$ cat src/rtl/cpu_ctrl_seq.sv
// cpu_ctrl_seq: multi-cycle control sequencer for the small CPU.
// Fetches an instruction over the req/ready memory handshake, decodes it,
// and drives the register-file selects and write enables, the ALU op,
// data-memory accesses and the program counter.
//
// Ports:
//   clk, rst_n               clock (rising edge), async active-low reset
//   mem_req/we/addr/wdata    unified memory request (held until mem_ready)
//   mem_rdata, mem_ready     memory read data / request completion
//   rsel_a, rsel_b           register read selects (rd field, rs field)
//   rdata_a, rdata_b         register read data (combinational from selects)
//   alu_op, alu_result       ALU operation select / combinational result
//   reg_wen, reg_wdata       one-hot register write pulse and write data
//   flag_zero                zero flag from the last ALU op or LOAD
//   pc                       program counter
//   instr_done               one-cycle pulse when an instruction retires
module cpu_ctrl_seq #(
   parameter int DATA_W   = 8,
   parameter int NUM_REGS = 4,
   parameter int PC_W     = 8
) (
   input  logic                         clk,
   input  logic                         rst_n,
   output logic                         mem_req,
   output logic                         mem_we,
   output logic [PC_W-1:0]              mem_addr,
   output logic [DATA_W-1:0]            mem_wdata,
   input  logic [DATA_W-1:0]            mem_rdata,
   input  logic                         mem_ready,
   output logic [$clog2(NUM_REGS)-1:0]  rsel_a,
   output logic [$clog2(NUM_REGS)-1:0]  rsel_b,
   input  logic [DATA_W-1:0]            rdata_a,
   input  logic [DATA_W-1:0]            rdata_b,
   output logic [1:0]                   alu_op,
   input  logic [DATA_W-1:0]            alu_result,
   output logic [NUM_REGS-1:0]          reg_wen,
   output logic [DATA_W-1:0]            reg_wdata,
   output logic                         flag_zero,
   output logic [PC_W-1:0]              pc,
   output logic                         instr_done
);

   localparam int REG_SEL_W = $clog2(NUM_REGS);
   localparam int IMM_W     = DATA_W - 3 - REG_SEL_W;

   localparam logic [2:0] S_FETCH  = 3'd0;
   localparam logic [2:0] S_DECODE = 3'd1;
   localparam logic [2:0] S_EXEC   = 3'd2;
   localparam logic [2:0] S_MEM    = 3'd3;
   localparam logic [2:0] S_WB     = 3'd4;

   localparam logic [2:0] OP_ADD   = 3'b000;
   localparam logic [2:0] OP_XOR   = 3'b001;
   localparam logic [2:0] OP_OR    = 3'b010;
   localparam logic [2:0] OP_AND   = 3'b011;
   localparam logic [2:0] OP_SAVE  = 3'b100;
   localparam logic [2:0] OP_LOAD  = 3'b101;
   localparam logic [2:0] OP_STORE = 3'b110;
   localparam logic [2:0] OP_JUMP  = 3'b111;

   logic [2:0]           r_state;
   logic [DATA_W-1:0]    r_ir;
   logic [PC_W-1:0]      r_pc;
   logic                 r_flag_zero;
   logic [NUM_REGS-1:0]  r_reg_wen;
   logic [DATA_W-1:0]    r_reg_wdata;
   logic                 r_done;
   logic                 r_mem_req;
   logic                 r_mem_we;
   logic [PC_W-1:0]      r_mem_addr;
   logic [DATA_W-1:0]    r_mem_wdata;
   logic [REG_SEL_W-1:0] r_rsel_a;
   logic [REG_SEL_W-1:0] r_rsel_b;
   logic [1:0]           r_alu_op;

   logic [2:0]           w_op;
   logic [REG_SEL_W-1:0] w_rd;
   logic [IMM_W-1:0]     w_imm;
   logic                 w_jump_taken;
   logic                 w_store_done;

   // One-hot write enable for a register select.
   function automatic logic [NUM_REGS-1:0] onehot(input logic [REG_SEL_W-1:0] sel);
      onehot = NUM_REGS'(1) << sel;
   endfunction

   assign w_op         = r_ir[DATA_W-1 -: 3];
   assign w_rd         = r_ir[DATA_W-4 -: REG_SEL_W];
   assign w_imm        = r_ir[IMM_W-1:0];
   assign w_jump_taken = (w_op == OP_JUMP) && (!w_imm[0] || r_flag_zero);
   // A STORE retires in the same cycle its memory write is accepted.
   assign w_store_done = (r_state == S_MEM) && r_mem_req && r_mem_we && mem_ready;

   // Sequencer state, datapath registers and registered control outputs.
   // Outputs are loaded on the edge that enters the state using them, so
   // each state sees its controls from its first cycle.
   always_ff @(posedge clk or negedge rst_n) begin
      if (!rst_n) begin
         r_state     <= S_FETCH;
         r_ir        <= '0;
         r_pc        <= '0;
         r_flag_zero <= 1'b0;
         r_reg_wen   <= '0;
         r_reg_wdata <= '0;
         r_done      <= 1'b0;
         r_mem_req   <= 1'b0;
         r_mem_we    <= 1'b0;
         r_mem_addr  <= '0;
         r_mem_wdata <= '0;
         r_rsel_a    <= '0;
         r_rsel_b    <= '0;
         r_alu_op    <= 2'b00;
      end else begin
         r_reg_wen <= '0;
         r_done    <= 1'b0;
         case (r_state)
            S_FETCH: begin
               if (!r_mem_req) begin
                  // first cycle after reset: open the fetch request
                  r_mem_req  <= 1'b1;
                  r_mem_we   <= 1'b0;
                  r_mem_addr <= r_pc;
               end else if (mem_ready) begin
                  // selects and ALU op come straight from the fetched word so
                  // rdata_*/alu_result are already valid during DECODE
                  r_ir      <= mem_rdata;
                  r_pc      <= r_pc + PC_W'(1);
                  r_mem_req <= 1'b0;
                  r_rsel_a  <= mem_rdata[DATA_W-4 -: REG_SEL_W];
                  r_rsel_b  <= mem_rdata[REG_SEL_W-1:0];
                  r_alu_op  <= mem_rdata[DATA_W-2 -: 2];
                  r_state   <= S_DECODE;
               end else begin
                  r_state <= S_FETCH;
               end
            end
            S_DECODE: begin
               r_state <= S_EXEC;
               case (w_op)
                  OP_ADD, OP_XOR, OP_OR, OP_AND: begin
                     r_reg_wen   <= onehot(w_rd);
                     r_reg_wdata <= alu_result;
                     r_done      <= 1'b1;
                  end
                  OP_SAVE: begin
                     r_reg_wen   <= onehot(w_rd);
                     r_reg_wdata <= DATA_W'(w_imm);
                     r_done      <= 1'b1;
                  end
                  OP_JUMP:  r_done <= 1'b1;
                  default:  r_done <= 1'b0;
               endcase
            end
            S_EXEC: begin
               case (w_op)
                  OP_LOAD, OP_STORE: begin
                     r_state     <= S_MEM;
                     r_mem_req   <= 1'b1;
                     r_mem_we    <= (w_op == OP_STORE);
                     r_mem_addr  <= PC_W'(rdata_b);
                     r_mem_wdata <= rdata_a;
                  end
                  default: begin
                     // ALU ops update the flag; SAVE and JUMP leave it alone
                     if (!w_op[2]) begin
                        r_flag_zero <= (r_reg_wdata == '0);
                     end else begin
                        r_flag_zero <= r_flag_zero;
                     end
                     r_state   <= S_FETCH;
                     r_mem_req <= 1'b1;
                     r_mem_we  <= 1'b0;
                     if (w_jump_taken) begin
                        r_pc       <= PC_W'(rdata_a);
                        r_mem_addr <= PC_W'(rdata_a);
                     end else begin
                        r_mem_addr <= r_pc;
                     end
                  end
               endcase
            end
            S_MEM: begin
               if (mem_ready) begin
                  if (r_mem_we) begin
                     // STORE retires now; next fetch starts immediately
                     r_state    <= S_FETCH;
                     r_mem_req  <= 1'b1;
                     r_mem_we   <= 1'b0;
                     r_mem_addr <= r_pc;
                  end else begin
                     r_state     <= S_WB;
                     r_mem_req   <= 1'b0;
                     r_reg_wen   <= onehot(w_rd);
                     r_reg_wdata <= mem_rdata;
                     r_done      <= 1'b1;
                  end
               end else begin
                  r_state <= S_MEM;
               end
            end
            S_WB: begin
               r_flag_zero <= (r_reg_wdata == '0);
               r_state     <= S_FETCH;
               r_mem_req   <= 1'b1;
               r_mem_we    <= 1'b0;
               r_mem_addr  <= r_pc;
            end
            default: begin
               r_state   <= S_FETCH;
               r_mem_req <= 1'b0;
            end
         endcase
      end
   end

   assign mem_req    = r_mem_req;
   assign mem_we     = r_mem_we;
   assign mem_addr   = r_mem_addr;
   assign mem_wdata  = r_mem_wdata;
   assign rsel_a     = r_rsel_a;
   assign rsel_b     = r_rsel_b;
   assign alu_op     = r_alu_op;
   assign reg_wen    = r_reg_wen;
   assign reg_wdata  = r_reg_wdata;
   assign flag_zero  = r_flag_zero;
   assign pc         = r_pc;
   assign instr_done = r_done | w_store_done;

endmodule

$ cat config.mk
export PLATFORM = sky130hd
export DESIGN_NAME = cpu_ctrl_seq
export DESIGN_NICKNAME = d
export VERILOG_FILES = /design/src/rtl/cpu_ctrl_seq.sv
export SDC_FILE = /design/constraint.sdc
export NUM_CORES = 1
export LEC_CHECK = 0
export ABC_AREA = 1
export CORE_MARGIN = 1.5
export CORE_UTILIZATION = 35
export DETAILED_ROUTE_END_ITERATION = 8
export SYNTH_ARGS = -nofsm -noshare
export SYNTH_HDL_FRONTEND = slang
export SYNTH_SLANG_ARGS = --single-unit
$ cat constraint.sdc
create_clock -name clk -period 2.9 [get_ports clk]
set_input_delay 0.58 -clock clk [delete_from_list [all_inputs] [get_ports clk]]
set_output_delay 0.58 -clock clk [all_outputs]
set_load 0.02 [all_outputs]
# == Word level (Yosys, flattened, before mapping) ==
# Cells that the tools add are included.
# totals
reg_bits,57
elab_cells,104
# classes
addsub,1
eq_ne,20
shift,1
n_mux,40
bitwise_logic,2
n_reduce_logical,26
# ops
operator,count
$mux W8,10
$pmux W8 S2,3
$pmux W8 S4,1
$ne A2 B2 Y1 const B,8
$eq A3 B3 Y1 const B,5
$mux W1,13
$eq A3 B2 Y1 const B,4
$mux W4,3
$pmux W3 S4,1
$reduce_and A4 Y1,3
$mux W3,3
$reduce_and A3 Y1,3
$add A8 B1 Y8 const B,1
$logic_not A8 Y1,1
$pmux W1 S4,2
$pmux W4 S2,1
$eq A3 B1 Y1 const B,2
$logic_not A3 Y1,2
$reduce_bool A2 Y1,3
$reduce_or A6 Y1,1
$reduce_or A5 Y1,1
$logic_and A1 B1 Y1,4
$pmux W1 S2,2
$reduce_and A2 Y1,2
10 further kinds,11

# == Logic depth before layout (Yosys ltp) ==
# logic_depth
word_depth,6
depth_mapped,10
mapped_depth_nobuf,9

# == Worst setup path after synthesis ==
# OpenSTA, ideal clock, no wires.
# synth_timing
kind,reg-to-output
startpoint,reg r_state[0]
endpoint,out instr_done
arrival_time_ns,1.129
path_slack_ns,1.191
path_stages_with_launch,5
path_buffers,0
path_cell_list,dfrtp_1 > nand2_2 > nor2_4 > nand2_1 > o21bai_1
# synth_between
elab_chain_len,5
# synth_lines
item,line,source
"start, declared",61,logic [2:0] r_state;
"start signal, assigned",99,r_state <= S_FETCH;
"start signal, assigned",132,r_state <= S_DECODE;
"start signal, assigned",134,r_state <= S_FETCH;
$eq A3 B2 Y1,92,assign w_store_done = (r_state == S_MEM) && r_mem_req && r_mem_we && mem_ready;
$logic_and A1 B1 Y1 (3 in series),92,
$or A1 B1 Y1,227,assign instr_done = r_done | w_store_done;
"end, declared",40,output logic instr_done
# Every way passes these cells.

# == Final worst setup path ==
# layout_timing
startpoint,in mem_ready
endpoint,out instr_done
# layout_between
elab_chain_len,2
# layout_lines
item,line,source
"start, declared",29,"input logic mem_ready,"
$logic_and A1 B1 Y1,92,
$or A1 B1 Y1,227,
# Every way passes these cells.

==> summary.txt <==
Routing
  – Wl on met1: 3.68 mm
  – Pre-antenna DRT Iters: 4
  – Vias per cell: 4.82
  – DRC viols: 0
  – Max Used Layer: met4
  – Post-route antenna net violation count: 0
  – Met2 Routed Length: 3.39 mm
  – Total routed wirelength: 7.51 mm
  – Wire length per cell: 13.5 um
  – Routed vias: 2691
  – Met3 wire len: 387 um
  – DRC marker count from the first detailed-route iteration: 181

Run
  – Max-cap violations: 0

Die
  – Starting density of the core: 0.364
  – Die Height: 92.9 um
  – Core area: 7770 um^2
  – Die area: 8620 um^2
  – Die Width: 92.9 um
  – # rows: 32
  – # IOs: 81

Clock tree
  – Resized Gates After CTS: 0
  – Post-CTS Setup Bufs: 0
  – CTS Buf Count: 5
  – Clk slew on worst S/H paths: 0.10 ns
  – H-tree levels: 2
  – CTS Hold Bufs: 0
  – CTS Buffer Depth: 2
  – Clk root buf: clkbuf_8
  – Sink Count: 51
  – CTS tree: done
  – Clock Latency Late Sink: 0.31 ns

Synth
  – Synth async-reset ratio: 1.00
  – Synthesis Warnings: 0
  – Synth area leaders: dfrtp_1, nand2_1, nand3_1, inv_1, nor2_1
  – Synth unique cells: 28
  – Cell count after synthesis: 383
  – Mean Syn Cell Area: 7.38 um^2
  – Net count after synthesis: 419
  – EDFF count, synth: 0
  – Area fraction of the dominant cell type after synthesis: 0.452
  – Ys flop type: dfrtp_1
  – FF+latch count, synth: 51
  – Area leader, netlist: dfrtp_1
  – Sequential fraction of the synthesis area: 0.452
  – Synthesized area: 2830 um^2

Placed design
  – IO buf count: 80
  – Dpl cells: 550
  – Placed Area: 3660 um^2
  – DPL Wire Length: 5.70 mm
  – Routability cong.: 0.829

Outcome
  – Status: completed

Worst setup path
  – Worst Path Required: 2.32 ns
  – Crit path from: mem_ready
  – CP dominant cell by count: clkdlybuf4s50_1
  – Worst reg-to-reg setup slack: 0.94 ns
  – Largest fanout on the critical path: 3
  – CP max stage cell: clkdlybuf4s50_1
  – Crit path arrival time: 2.05 ns
  – Crit Path Category: in -> out
  – CP max stage delay: 0.63 ns
  – CP Capture Type: output port
  – Startpoint types: input port
  – Worst path cell trace: clkdlybuf4s50_1 > nand2_1 > o21bai_1 > clkdlybuf4s50_1
  – Reg2Reg Launch Point: r_state[0]

Global routing
  – GRT Overall Usage: 0.187
  – First-pass GRT wire length: 12.7 mm
  – Pin count of the biggest net entering global routing: 52
  – Initial antenna violation count: 0
  – Final global-route overflow total: 0
  – Number of global-route vias before repair: 2561

Min path
  – Hold Crit Class: in -> async

Layout
  – Share of cells above drive strength 1: 0.0636
  – Most frequent cells in the layout: nand2_1, clkdlybuf4s50_1, nand3_1
  – Fin area: 3770 um^2
  – Diode count: 0
  – Register area: 1280 um^2
  – Area occupied by multi-input gates: 1290 um^2
  – Final #Nets: 491
  – Layout Cells excl Fill: 558
  – Area grow syn2layout: 33.5%
  – Util after Layout: 0.486
  – # fillers: 820
  – Most common cell after layout, fill and taps aside: nand2_1

Power and ir drop
  – LEAKAGE: 1.84 nW
  – PD cells: 1110 nW/um^2
  – Peak VDD IR: 0.000437 V

Timing
  – Setup_tns: 0 ns
  – Crit share post-route: 0.907
  – Worst Tran Pin Value: 0.760 ns
  – Clock period minus final worst setup slack: 2.63 ns
  – Setup violations, final: 0
  – Fmax: 380 MHz
  – Slew headroom: 0.492
  – Slew Viols, Final: 0
  – Clock Skew: 0.0118 ns
  – RSZ-0062 raised after global routing: no
  – Final hold viol count: 0
-- cells by family after synthesis --
logic type,count (synthesis),share of synthesized area
compound gates,40,0.0828
xor+xnor,3,0.00930
fa+ha+maj,1,0.00443
buf+inv,56,0.0916
flops,51,0.452
simple gates,232,0.360
-- registers in the layout, indices dropped and copies added (netlist names) --
| signal | count |
|---|---|
| mem_addr | 8 |
| mem_wdata | 8 |
| pc | 8 |
| r_ir | 8 |
| reg_wdata | 8 |
| reg_wen | 4 |
| r_state | 3 |
| flag_zero | 1 |
| mem_req | 1 |
| mem_we | 1 |
| r_done | 1 |
-- path summary, 6_finish.rpt --
| path | to | cells past startpoint |
|---|---|---|
| max | instr_done | 4 |
| max in group asynchronous | r_ir[7] | 2 |
| max reg2reg | pc[5] | 8 |
| min in group clk | reg_wen[0] | 1 |
| min reg2reg | reg_wen[0] | 1 |
| min | reg_wdata[7] | 2 |
-- critical path: cells and delay by family --
kind	cells	cell delay [ns]
AO/OA/AOI/OAI	1	0.17
buffers and inverters	2	1.19
AND/OR/NAND/NOR	1	0.10
-- synthesized netlist by cell type, drive strengths merged, types with 3 or more instances --
master / number
nor2: 34
buf: 17
dfrtp: 51
nand3: 59
inv: 38
a31oi: 5
o21ai: 23
o211ai: 3
a21oi: 7
nand2: 133
nand4: 3
-- area by class of cell --
cell class | count | area share
timing repair buffer | 83 | 0.217
sequential | 51 | 0.338
clock inverter | 2 | 0.00928
inverter | 38 | 0.0378
multi-input combinational | 276 | 0.342
clock buffer | 6 | 0.0219
tap | 102 | 0.0338
-- report_power, final --
group	switching, mW	leakage (nW)	internal, mW
clock network	0.242	0.0612	0.280
logic	1.39	1.15	0.936
registers	0.307	0.633	1.01
-- through the flow --
stage / hold slack [ns] / worst slack, ns / total power, mW
3_3_place_gp: 0.463 / 0.313 / 3.63
5_1_grt: 0.415 / 0.175 / 4.54
4_1_cts: 0.399 / 0.271 / 4.20
6_report: 0.360 / 0.271 / 4.17
3_5_place_dp: 0.463 / 0.284 / 3.67
2_1_floorplan: 0.284 / 1.19 / 2.82
-- metal layers --
metal	GRT usage	vias up
li1	-	1375
met1	0.274	1233
met2	0.285	79
met3	0.0337	4
met4	0.0429	0
met5	0	-
Note: power is estimated with default switching activity, not from simulation.
